## src/rtl/uart_tx_if.sv

```systemverilog
// rtl/uart_tx_if.sv - byte-in / serial-out handshake bundle between the uart_tx core and its driver.
interface uart_tx_if #(
    parameter int N_DATA_BITS = 8
);
    logic                   tick;
    logic                   tx_start;
    logic [N_DATA_BITS-1:0] data_in;
    logic                   tx;
    logic                   busy;
    logic                   tx_done;

    modport master (
        output tick, tx_start, data_in,
        input  tx, busy, tx_done
    );

    modport slave (
        input  tick, tx_start, data_in,
        output tx, busy, tx_done
    );
endinterface

```

## src/rtl/uart_tx.sv

```systemverilog
// rtl/uart_tx.sv - tick-paced UART serialiser (start, LSB-first data, optional even parity, stop).
// Define UART_TX_PARITY_EN to compile in the even-parity bit between data and stop.
module uart_tx #(
    parameter int N_DATA_BITS = 8,
    parameter int N_TICKS     = 16,
    parameter int SB_TICKS    = 16
) (
    input  logic      clock,
    input  logic      reset,
    uart_tx_if.slave  bus
);
    localparam int S_MAX = (N_TICKS > SB_TICKS) ? N_TICKS : SB_TICKS;
    localparam int S_W   = (S_MAX > 1) ? $clog2(S_MAX) : 1;
    localparam int N_W   = (N_DATA_BITS > 1) ? $clog2(N_DATA_BITS) : 1;

    localparam logic [S_W-1:0] BIT_LAST  = S_W'(N_TICKS - 1);
    localparam logic [S_W-1:0] STOP_LAST = S_W'(SB_TICKS - 1);
    localparam logic [N_W-1:0] DATA_LAST = N_W'(N_DATA_BITS - 1);

`ifdef UART_TX_PARITY_EN
    typedef enum logic [2:0] {IDLE, START, DATA, PARITY, STOP} state_t;
`else
    typedef enum logic [2:0] {IDLE, START, DATA, STOP} state_t;
`endif

    state_t                 state_q, state_d;
    logic [S_W-1:0]         s_q, s_d;
    logic [N_W-1:0]         n_q, n_d;
    logic [N_DATA_BITS-1:0] b_q, b_d;
    logic                   tx_q, tx_d;
    logic                   done;
`ifdef UART_TX_PARITY_EN
    // The shift register is consumed during DATA, so parity is captured at acceptance.
    logic                   par_q, par_d;
`endif

    always_ff @(posedge clock) begin
        if (reset) begin
            state_q <= IDLE;
            s_q     <= '0;
            n_q     <= '0;
            b_q     <= '0;
            tx_q    <= 1'b1;
`ifdef UART_TX_PARITY_EN
            par_q   <= 1'b0;
`endif
        end else begin
            state_q <= state_d;
            s_q     <= s_d;
            n_q     <= n_d;
            b_q     <= b_d;
            tx_q    <= tx_d;
`ifdef UART_TX_PARITY_EN
            par_q   <= par_d;
`endif
        end
    end

    always_comb begin
        state_d = state_q;
        s_d     = s_q;
        n_d     = n_q;
        b_d     = b_q;
        done    = 1'b0;
`ifdef UART_TX_PARITY_EN
        par_d   = par_q;
`endif
        case (state_q)
            IDLE: begin
                if (bus.tx_start) begin
                    b_d     = bus.data_in;
                    s_d     = '0;
                    state_d = START;
`ifdef UART_TX_PARITY_EN
                    par_d   = ^bus.data_in;
`endif
                end
            end
            START: begin
                if (bus.tick) begin
                    if (s_q == BIT_LAST) begin
                        s_d     = '0;
                        n_d     = '0;
                        state_d = DATA;
                    end else begin
                        s_d = s_q + S_W'(1);
                    end
                end
            end
            DATA: begin
                if (bus.tick) begin
                    if (s_q == BIT_LAST) begin
                        s_d = '0;
                        b_d = b_q >> 1;
                        if (n_q == DATA_LAST) begin
`ifdef UART_TX_PARITY_EN
                            state_d = PARITY;
`else
                            state_d = STOP;
`endif
                        end else begin
                            n_d = n_q + N_W'(1);
                        end
                    end else begin
                        s_d = s_q + S_W'(1);
                    end
                end
            end
`ifdef UART_TX_PARITY_EN
            PARITY: begin
                if (bus.tick) begin
                    if (s_q == BIT_LAST) begin
                        s_d     = '0;
                        state_d = STOP;
                    end else begin
                        s_d = s_q + S_W'(1);
                    end
                end
            end
`endif
            STOP: begin
                if (bus.tick) begin
                    if (s_q == STOP_LAST) begin
                        s_d     = '0;
                        done    = 1'b1;
                        state_d = IDLE;
                    end else begin
                        s_d = s_q + S_W'(1);
                    end
                end
            end
            default: state_d = IDLE;
        endcase
    end

    // The line level is derived from the next state so tx moves in lockstep with the FSM.
    always_comb begin
        tx_d = 1'b1;
        case (state_d)
            START:   tx_d = 1'b0;
            DATA:    tx_d = b_d[0];
`ifdef UART_TX_PARITY_EN
            PARITY:  tx_d = par_d;
`endif
            default: tx_d = 1'b1;
        endcase
    end

    assign bus.tx      = tx_q;
    assign bus.busy    = (state_q != IDLE);
    assign bus.tx_done = done & ~reset;
endmodule

```

## src/flat_wrapper.sv

```systemverilog
// flat-port wrapper written by rule: the top's interface ports become plain ports
module uart_tx_flat 
#(
    parameter int N_DATA_BITS = 8,
    parameter int N_TICKS     = 16,
    parameter int SB_TICKS    = 16
)
  (clock, reset, bus_tick, bus_tx_start, bus_data_in, bus_tx, bus_busy, bus_tx_done);
  uart_tx_if #(.N_DATA_BITS(N_DATA_BITS)) bus_i ();
  input  logic clock;
  input  logic reset;
  input wire logic [$bits(bus_i.tick)-1:0] bus_tick;
  input wire logic [$bits(bus_i.tx_start)-1:0] bus_tx_start;
  input wire logic [$bits(bus_i.data_in)-1:0] bus_data_in;
  output wire logic [$bits(bus_i.tx)-1:0] bus_tx;
  output wire logic [$bits(bus_i.busy)-1:0] bus_busy;
  output wire logic [$bits(bus_i.tx_done)-1:0] bus_tx_done;
  assign bus_i.tick = bus_tick;
  assign bus_i.tx_start = bus_tx_start;
  assign bus_i.data_in = bus_data_in;
  assign bus_tx = bus_i.tx;
  assign bus_busy = bus_i.busy;
  assign bus_tx_done = bus_i.tx_done;
  uart_tx #(.N_DATA_BITS(N_DATA_BITS), .N_TICKS(N_TICKS), .SB_TICKS(SB_TICKS)) u_core (.clock(clock), .reset(reset), .bus(bus_i));
endmodule
```

## config.mk

```make
export PLATFORM = sky130hd
export DESIGN_NAME = uart_tx_flat
export DESIGN_NICKNAME = d
export VERILOG_FILES = /design/src/rtl/uart_tx_if.sv /design/src/rtl/uart_tx.sv /design/src/flat_wrapper.sv
export SDC_FILE = /design/constraint.sdc
export NUM_CORES = 1
export LEC_CHECK = 0
export ABC_AREA = 1
export ABC_CLOCK_PERIOD_IN_PS = 1400
export BUFFER_PORTS_ARGS = -buffer_cell sky130_fd_sc_hd__buf_2
export CORE_UTILIZATION = 50
export CTS_BUF_LIST = sky130_fd_sc_hd__clkbuf_4
export DETAILED_ROUTE_END_ITERATION = 7
export PLACE_DENSITY = 0.74
export SETUP_SLACK_MARGIN = 0.15
export SYNTH_ARGS = -nofsm -noshare
export SYNTH_HDL_FRONTEND = slang
export SYNTH_SLANG_ARGS = --single-unit
```

## constraint.sdc

```tcl
create_clock -name clock -period 1.4 [get_ports clock]
set_input_delay 0.14 -clock clock [delete_from_list [all_inputs] [get_ports clock]]
set_output_delay 0.14 -clock clock [all_outputs]
set_load 0.01 [all_outputs]
```

==> results of run 1 <==
==> area by class of cell <==
type,count,area (sq um),area share
Timing Repair Buffer,26,198,0.139
Clock buffer,3,22.5,0.0159
Inverter,20,80.1,0.0564
Tap cell,25,31.3,0.0220
Multi-Input combinational cell,108,688,0.485
Sequential cell,19,394,0.278
Clock inverter,1,5.00,0.00353
==> worst register-to-register path, stage by stage (launching register included) <==
cell and delay (ns):
dfxtp_2 0.37, ha_4 0.14, buf_6 0.09, buf_6 0.09, nand3_4 0.10, nor2_4 0.20
nand2_2 0.10, nand3_4 0.10, nand3_2 0.06, nand2_1 0.07, nand3_2 0.07
==> cell usage in the layout, fill, tap and decap left out, drive strengths merged <==
cell and count:
a31oi 5, xor2 1, nand4 1, nor4 1, nand3 10, nand2 45
a21oi 7, o21ai 7, clkinv 1, nor2 22, a22oi 1, inv 20
o21bai 1, conb 1, ha 3, buf 26, nor3 3, dfxtp 19
clkbuf 3
==> cells by family after synthesis <==
| group | after synthesis |
|---|---|
| simple gates | 82 |
| compound gates | 21 |
| buf+inv | 21 |
| flops | 19 |
| fa+ha+maj | 3 |
| xor+xnor | 1 |
| other cells | 1 |
==> stage by stage <==
step	area, sq um	total power, uW	cells	utilization
2_1_floorplan	1040	680	148	-
3_3_place_gp	1140	718	186	0.626
3_5_place_dp	1140	722	186	0.626
4_1_cts	1270	1020	196	0.700
5_1_grt	1420	1080	202	0.779
6_report	1420	1040	202	0.779
==> metal layers <==
layer / vias to the layer above / track usage / wire length [microns]
met1: 506 / 0.298 / 1160
met5: - / 0 / 0
met3: 13 / 0.0538 / 107
met4: 0 / 0.109 / 78
met2: 34 / 0.436 / 1410
li1: 531 / - / -
==> how the worst max path moves through the flow <==
| stage | from | to | slack (ns) | cells after the start |
|---|---|---|---|---|
| finish | u_core.s_q[0] | u_core.bus.tx | -0.11 | 10 |
| global route | u_core.s_q[0] | u_core.bus.tx | -0.19 | 10 |
| global placement | u_core.s_q[0] | u_core.bus.tx | 0.03 | 7 |
| CTS | u_core.s_q[1] | bus_tx_done | -0.03 | 4 |
| floorplan | u_core.s_q[0] | u_core.b_q[1] | 0.14 | 6 |
| detailed placement | u_core.s_q[0] | u_core.bus.tx | -0.008 | 7 |
==> report_power, final <==
part           switching [uW]  leakage, uW  total, uW  internal, uW
Sequential               20.5     0.000158        580           560
Clock                     181    0.0000177        288           106
Combinational             101     0.000439        172          70.4
Total                     303     0.000615       1040           737
==> flip-flops by register name (all words and copies together) (netlist names) <==
| name | cells |
|---|---|
| u_core.bus.tx | 1 |
| u_core.s_q | 4 |
| u_core.b_q | 8 |
| u_core.state_q | 3 |
| u_core.n_q | 3 |
==> timing repair <==
action                     CTS  global route
setup endpoints to repair   20            20
pin swaps                   10            17
hold endpoints to repair     0             0
hold buffers                 0             0
setup buffers                6             6
gates resized for setup     18            21
==> cell usage after synthesis <==
library cell  count
a22oi_1           1
a31oi_1           5
nand2_2           3
dfxtp_1          19
ha_1              3
nor2_1           15
o21bai_2          1
o21ai_0           5
nor3_1            2
a21oi_1           7
clkbuf_1          1
nand2_1          42
nor2_2            3
nand3_1          10
nor3_4            1
xor2_1            1
inv_1            18
nand4_1           1
inv_2             2
conb_1            1
nor4_1            1
o21ai_2           2
nor2_4            4
==> metrics.md, run 1 <==
| Metric | Value |
|---|---|
| WP buf/inv | 2 |
| # H-tree levels | 1 |
| Power Density | 733 nW/um^2 |
| Clock Skew | 0.00286 ns |
| Deepest clock path buffer count | 2 |
| DRC viols | 0 |
| Vias per inst | 5.37 |
| YS warnings | 0 |
| Rows | 15 |
| RSZ-0062 raised after global routing | true |
| Post-synth top area cell | dfxtp_1 |
| Placeable core area | 1820 sq um |
| WHS Endpoint | u_core.b_q[7] |
| Adder-cell share of the synthesized area | 0.0367 |
| Syn Inst Count | 148 |
| CP top delay family | simple AND/OR/NAND/NOR gates |
| RR Startpoint | u_core.s_q[0] |
| Register area share after synthesis | 0.372 |
| NumNets Final | 193 |
| Reg2reg end | u_core.bus.tx |
| Clk slew on worst S/H paths | 0.12 ns |
| # fillers | 142 |
| WHS | 0.0781 ns |
| Worst setup EP type | register |
| Simple-Gate Fraction of Synth Area | 0.377 |
| CTS buffer count | 3 |
| Gp weighted congestion | 0.856 |
| Worst Path Max Fanout | 5 |
| Vias in the first global route | 950 |
| Largest net degree at the start of global routing | 15 |
| Final ANT Viol Nets | 0 |
| R2r worst-path depth | 10 |
| IO Pins | 15 |
| Critical path launch point type | register |
| Avg Cell Area, Syn | 6.91 sq um |
| Fin. Hold Viols | 0 |
| Chip Width | 47.2 microns |
| Hold wc startpoint | bus_data_in[7] |
| Worst R2R Setup Slack | -0.11 ns |
| Slowest CP cell | dfxtp_2 |
| Critical path's largest stage delay | 0.37 ns |
| WL/cell | 13.6 microns |
| Share of post-route cells with drive strength above 1 | 0.379 |
| Synth top area share | 0.372 |
| Status | complete, but fails checks |
| Leak Pwr | 0.000615 uW |
| Skew-Pair Late Insertion Delay | 0.30 ns |
| Compound-gate portion of the synthesized area | 0.125 |
| Period utilization | 1.08 |
| Root cell of the clock tree | clkbuf_4 |
| Starting density of the core | 0.562 |
| Min Tclk post-route | 1.51 ns |
| DRT iter0 DRCs | 31 |
| WHS Path Cells | 3 |
| Peak supply drop | 0.553 mV |
| Post-synthesis mux area share | 0 |
| GRT Total Usage | 0.251 |
| Clock sinks | 19 |
| Setup violators final | 7 |
| Initial antenna violation count | 0 |
| DIE HEIGHT | 47.2 microns |
| Violated checks | negative setup slack |
| CP Class | register to register |
| XOR/XNOR Fraction of Synth Area | 0.00857 |
| N_diodes | 0 |
| Die area | 2230 sq um |
| Yosys reg bits | 19 |
| Largest family of logic cells by synthesized area | simple AND/OR/NAND/NOR gates |
| First-pass GRT wire length | 3970 microns |
| Fmax achieved | 662 MHz |
| Crit path cell chain | ha_4 -> buf_6 -> buf_6 -> nand3_4 -> nor2_4 -> nand2_2 -> nand3_4 -> nand3_2 -> nand2_1 -> nand3_2 |
| Slew Viols, Final | 0 |
| Hpwl dp | 1560 microns |
| Hold Crit Class | primary input to register |
| Worst slack, placed | -0.00788 ns |
| Drt total wl | 2760 microns |
| Mapped Nets | 163 |
| TritonCTS clock tree | done |
| Port Buffers | 14 |
| Synth-to-Final Area Change | 38.8% |
| Setup TNS | -0.276 ns |
| Post-synthesis cell type count | 23 |
| GRT overflow | 0 |
| Mapped Area | 1020 sq um |
| Max cap viols | 0 |
| CP required | 1.59 ns |
| Synth area leaders | dfxtp_1 37%, nand2_1 15%, inv_1 6.6%, nor2_1 5.5%, nand3_1 4.9% |
| TritonRoute pass-1 iters | 4 |
| Routed vias | 1084 |
| Worst Path Arrival | 1.71 ns |
| PnR worst setup slack | -0.111 ns |
Power figures use the tool's default switching activity.
==> run 2: changes to the inputs <==
CELL_PAD_IN_SITES_DETAIL_PLACEMENT = 0   (was not set)
CELL_PAD_IN_SITES_GLOBAL_PLACEMENT = 1   (was not set)
CORE_UTILIZATION = 37   (was 50)
PLACE_DENSITY = not set   (was 0.74)
PLACE_DENSITY_LB_ADDON = 0.1   (was not set)
==> metrics.md, run 2 (synthesis results as in run 1) <==
| Metric | Value |
|---|---|
| Status | complete, but fails checks |
| Violated checks | negative setup slack |
| Dpl cell area | 1160 sq um (+1.9%) |
| Crit path cell chain | ha_4 -> nand4_1 -> nor4_2 -> buf_2 |
| Share of post-route cells with drive strength above 1 | 0.372 (-0.00644) |
| RSZ-0062 raised after global routing | true |
| Peak supply drop | 0.714 mV (+29%) |
| WHS | 0.0803 ns (+0.00216 ns) |
| Biggest regs | u_core.b_q x8, u_core.s_q x4 |
| Vias in the first global route | 885 (-6.8%) |
| Commonest cells after routing, fill and taps aside | 39 x nand2_1, 15 x inv_1, 13 x nor2_1, 13 x buf_2, 13 x dfxtp_1 |
| GRT Total Usage | 0.172 (-0.0791) |
| Hold Crit Class | primary input to register |
| Synth-to-Final Area Change | 28.9% |
| Root cell of the clock tree | clkbuf_4 |
| Power Density | 765 nW/um^2 (+4.4%) |
| Vias per inst | 4.86 (-9.5%) |
| Drt total wl | 2210 microns (-20%) |
| DRT iter0 DRCs | 17 (-45%) |
| Starting density of the core | 0.402 (-0.160) |
| IO Pins | 15 (unchanged) |
| Total design power | 1010 uW (-3.0%) |
| DIE HEIGHT | 54.6 microns (+16%) |
| PnR worst setup slack | -0.0392 ns (+0.0717 ns) |
| Critical path launch point type | register |
| TritonCTS clock tree | done |
| Clk slew on worst S/H paths | 0.11 ns (about the same) |
| First-pass GRT wire length | 3660 microns (-7.7%) |
| Critical path's largest stage delay | 0.38 ns (about the same) |
| Max cap viols | 0 (unchanged) |
| Post-Place Cells | 193 (+3.8%) |
| Slowest CP cell | dfxtp_2 |
| Slew Viols, Final | 0 (unchanged) |
| WL/cell | 11.0 microns (-20%) |
| Max reg flops | 8 (unchanged) |
| Fmax achieved | 695 MHz (+5.0%) |
| # H-tree levels | 1 (unchanged) |
| Leak Pwr | 0.000580 uW (-5.8%) |
| Non-Filler Instances | 202 (unchanged) |
| Setup violators final | 2 (-5) |
| CTS buffer count | 3 (unchanged) |
| Hpwl dp | 1600 microns (+2.2%) |
| Min Tclk post-route | 1.44 ns (-0.0717 ns) |
| Gp weighted congestion | 0.848 (-0.88%) |
| Final core area utilization | 0.518 (-0.262) |
| CP required | 1.26 ns (-0.33 ns) |
| Rows | 18 (+3) |
| GRT overflow | 0 (unchanged) |
| Final ANT Viol Nets | 0 (unchanged) |
| Clock Skew | 0.00131 ns (-0.00155 ns) |
| TritonRoute pass-1 iters | 4 (unchanged) |
| Largest Register | u_core.b_q |
| Worst Path Max Fanout | 4 (-1) |
| Port Buffers | 14 (unchanged) |
| # fillers | 267 (+88%) |
| Chip Width | 54.6 microns (+16%) |
| Fin area | 1320 sq um (-7.1%) |
| CP Class | register to output pin |
| Clock sinks | 19 (unchanged) |
| # hold bufs at CTS | 0 (unchanged) |
| Period utilization | 1.03 (-0.0512) |
| Placeable core area | 2540 sq um (+40%) |
| Fin. Hold Viols | 0 (unchanged) |
| Largest net degree at the start of global routing | 15 (unchanged) |
| Deepest clock path buffer count | 2 (unchanged) |
| Initial antenna violation count | 0 (unchanged) |
| Die area | 2980 sq um (+34%) |
| Most common cell after layout, fill and taps aside | nand2_1 |
| N_diodes | 0 (unchanged) |
| Skew-Pair Late Insertion Delay | 0.30 ns (about the same) |
| Worst Path Arrival | 1.30 ns (-0.41 ns) |
| DRC viols | 0 (unchanged) |
| Multi-input gate area | 649 sq um (-5.6%) |
| NumNets Final | 188 (-2.6%) |
| Reg area | 395 sq um (+0.32%) |
| Worst setup EP type | output pin |
| Routed vias | 981 (-9.5%) |
run 2: cell count changes in the layout (fill, tap and decap cells not counted), moves of 2 or more:
cell and change:
buf_6 -4, inv_2 +2, nand3_1 +3, nand3_2 -2
nor3_2 +2, o21ai_2 +2, o21ai_4 -2
run 2: worst max-delay path: cells and delay by family (launching register included):
kind	cells	cell delay, ns
DFF	1	0.38
and+or+nand+nor	2	0.30
buffers and inverters	1	0.17
adders and majority gates	1	0.15
run 2: metrics by stage:
step | setup slack [ns] | setup TNS, ns
CTS | -0.0904 | -0.0946
global route | -0.168 | -1.06
floorplan | 0.139 | 0
detailed placement | -0.000667 | -0.000667
global placement | 0.00914 | 0
finish | -0.0392 | -0.0394
run 2: worst paths after layout:
kind	start	endpoint	slack, ns	cells after the start
worst min-delay path	bus_data_in[7]	u_core.b_q[7]	0.08	3
worst max register to register	u_core.s_q[1]	u_core.bus.tx	0	9
worst min register to register	u_core.n_q[1]	u_core.n_q[1]	0.47	2
worst max-delay path	u_core.s_q[1]	bus_tx_done	-0.04	4
run 2: metal layers:
layer  share of wire  vias up  GRT usage
met2            0.50       11      0.293
li1                -      521          -
met3           0.026        4     0.0583
met5               0        -          0
met1            0.46      445      0.208
met4           0.014        0     0.0385
run 2: area by class of cell:
cell class                      count  area share
Multi-Input combinational cell    108       0.493
Sequential cell                    19       0.300
Timing Repair Buffer               21       0.101
Inverter                           20      0.0570
Tap cell                           30      0.0285
Clock buffer                        3      0.0171
Clock inverter                      1     0.00380
run 2: where the power goes:
group | internal, uW | switching [uW]
Sequential | 561 | 18.9
Combinational | 61.9 | 85.7
Clock | 106 | 175
Total | 729 | 279
run 2: what timing repair did:
action                                  4_1_cts  5_1_grt
pin swaps                                    10        7
setup buffers                                 2        3
endpoints found under the setup margin       19       20
gates cloned                                  0        0
gates resized for setup                      11       19
==> run 3: changes to the inputs <==
CORE_UTILIZATION = 35   (was 37)
==> metrics.md, run 3 (synthesis results as in run 1) <==
| Metric | Value |
|---|---|
| Drt total wl | 2340 microns (+5.8%) |
| NumNets Final | 194 (+3.2%) |
| Internal power | 737 uW (+1.0%) |
| Crit path cell chain | ha_4 -> nand4_1 -> nor4_2 -> buf_2 |
| Peak supply drop | 0.480 mV (-33%) |
| TritonCTS clock tree | done |
| Biggest regs | u_core.b_q x8, u_core.s_q x4 |
| Most common cell after layout, fill and taps aside | nand2_1 |
| CP top delay family | simple AND/OR/NAND/NOR gates |
| TritonRoute pass-1 iters | 4 (unchanged) |
| Slew Viols, Final | 0 (unchanged) |
| Total design power | 1030 uW (+1.9%) |
| GRT overflow | 0 (unchanged) |
| First-pass GRT wire length | 4040 microns (+10%) |
| # H-tree levels | 1 (unchanged) |
| Deepest clock path buffer count | 2 (unchanged) |
| Post-Place Cells | 194 (+0.52%) |
| Worst Path Max Fanout | 3 (-1) |
| CTS buffer count | 3 (unchanged) |
| Max reg flops | 8 (unchanged) |
| CP Class | register to output pin |
| Clock sinks | 19 (unchanged) |
| Root cell of the clock tree | clkbuf_4 |
| Fmax achieved | 638 MHz (-8.2%) |
| Vias in the first global route | 943 (+6.6%) |
| WL/cell | 11.2 microns (+2.3%) |
| Violated checks | negative setup slack |
| Sequential share of power | 0.562 (-0.013) |
| Worst slack, placed | -0.0300 ns (-0.0293 ns) |
| DRC viols | 0 (unchanged) |
| RSZ-0062 raised after global routing | true |
| Critical path's largest stage delay | 0.37 ns (about the same) |
| NetSw | 291 uW (+4.3%) |
| Gp weighted congestion | 0.847 (-0.11%) |
| Fin. Hold Viols | 0 (unchanged) |
| Slowest CP cell | dfxtp_2 |
| Min Tclk post-route | 1.57 ns (+0.129 ns) |
| PnR worst setup slack | -0.168 ns (-0.129 ns) |
| N_diodes | 0 (unchanged) |
| RR Startpoint | u_core.s_q[1] |
| Routed vias | 1005 (+2.4%) |
| Commonest cells after routing, fill and taps aside | 40 x nand2_1, 16 x inv_1, 14 x dfxtp_1, 13 x nor2_1, 13 x buf_2 |
| DRT iter0 DRCs | 51 (+34) |
| IO Pins | 15 (unchanged) |
| R2r worst-path depth | 9 (unchanged) |
| Critical path launch point type | register |
| WHS Path Cells | 3 (unchanged) |
| Synth-to-Final Area Change | 33.4% |
| Sw Ratio | 0.283 (+0.00649) |
| Non-Filler Instances | 209 (+3.5%) |
| Worst Path Arrival | 1.43 ns (+0.13 ns) |
| Setup TNS | -0.270 ns (-0.231 ns) |
| Hpwl dp | 1640 microns (+2.4%) |
| WHS | 0.0665 ns (-0.0138 ns) |
| Worst setup EP type | output pin |
| Share of post-route cells with drive strength above 1 | 0.365 (-0.00692) |
| Power Density | 754 nW/um^2 (-1.5%) |
| DIE HEIGHT | 56.0 microns (+2.7%) |
| Vias per inst | 4.81 (-0.98%) |
| Starting density of the core | 0.371 (-0.0310) |
| WP buf/inv | 1 (unchanged) |
| Max cap viols | 0 (unchanged) |
| Hold Crit Class | primary input to register |
| Port Buffers | 14 (unchanged) |
| Setup violators final | 6 (+4) |
| GRT Total Usage | 0.162 (-0.0101) |
| Largest net degree at the start of global routing | 15 (unchanged) |
| CP required | 1.26 ns (about the same) |
| Die area | 3140 sq um (+5.5%) |
| Chip Width | 56.0 microns (+2.7%) |
| Placeable core area | 2760 sq um (+8.4%) |
| WHS Endpoint | u_core.b_q[7] |
| Leak Pwr | 0.000603 uW (+4.1%) |
| Clk slew on worst S/H paths | 0.13 ns (+0.02 ns) |
| Skew-Pair Late Insertion Delay | 0.31 ns (about the same) |
| Rows | 19 (+1) |
| Comb power frac | 0.157 (+0.011) |
| Final ANT Viol Nets | 0 (unchanged) |
| Reg2reg end | u_core.n_q[0] |
| Hold wc startpoint | bus_data_in[7] |
| Status | complete, but fails checks |
| Largest Register | u_core.b_q |
| Worst R2R Setup Slack | -0.03 ns (-0.03 ns) |
| Clock Skew | 0.0158 ns (+0.0145 ns) |
| Clk network pwr share | 0.281 (+0.002) |
| # hold bufs at CTS | 0 (unchanged) |
| Initial antenna violation count | 0 (unchanged) |
| Period utilization | 1.12 (+0.0918) |
[run 3: area by class of cell]
class                           count  area [sq um]
Sequential cell                    19           392
Fill cell                         287          1390
Clock inverter                      1          5.00
Clock buffer                        3          22.5
Inverter                           20          75.1
Timing Repair Buffer               27           185
Multi-Input combinational cell    108           646
Tap cell                           31          38.8
[run 3: stage by stage]
stage           util  cell area, sq um
2_1_floorplan      -              1040
3_5_place_dp   0.422              1160
3_3_place_gp   0.422              1160
5_1_grt        0.495              1360
4_1_cts        0.462              1270
6_report       0.495              1360
[run 3: worst max path at each step]
stage                            from             to  depth (start not counted)
finish                  u_core.s_q[1]    bus_tx_done                          4
global placement        u_core.s_q[1]  u_core.bus.tx                          7
floorplan               u_core.s_q[0]  u_core.b_q[1]                          6
detailed placement      u_core.s_q[1]  u_core.b_q[3]                          6
CTS                     u_core.s_q[1]    bus_tx_done                          4
global route        u_core.state_q[2]    bus_tx_done                          4
[run 3: power groups by stage]
stage               combinational [uW]  clock [uW]  sequential, uW
floorplan                         89.3           0             590
global placement                   134           0             592
detailed placement                 136           0             592
CTS                                145         301             581
global route                       183         322             582
finish                             161         289             578
[run 3: repair_timing]
item,in CTS,in global routing
resized for setup,12,16
endpoints found under the setup margin,19,20
setup buffers,6,5
pin swaps,13,8
[run 3: worst min-delay path, delay by kind of cell]
| family | cells | cell delay, ns |
|---|---|---|
| and+or+nand+nor | 1 | 0.05 |
| AOI/OAI and AO/OA | 1 | 0.05 |
| buffers and inverters | 1 | 0.09 |
[run 3: layer usage]
layer	global-route usage	part of all wire	wire length (microns)	up-vias
met1	0.212	0.47	1100	440
met2	0.253	0.46	1080	27
met3	0.0326	0.052	121	4
met4	0.0801	0.017	39	0
met5	0	0	0	-
li1	-	-	-	534
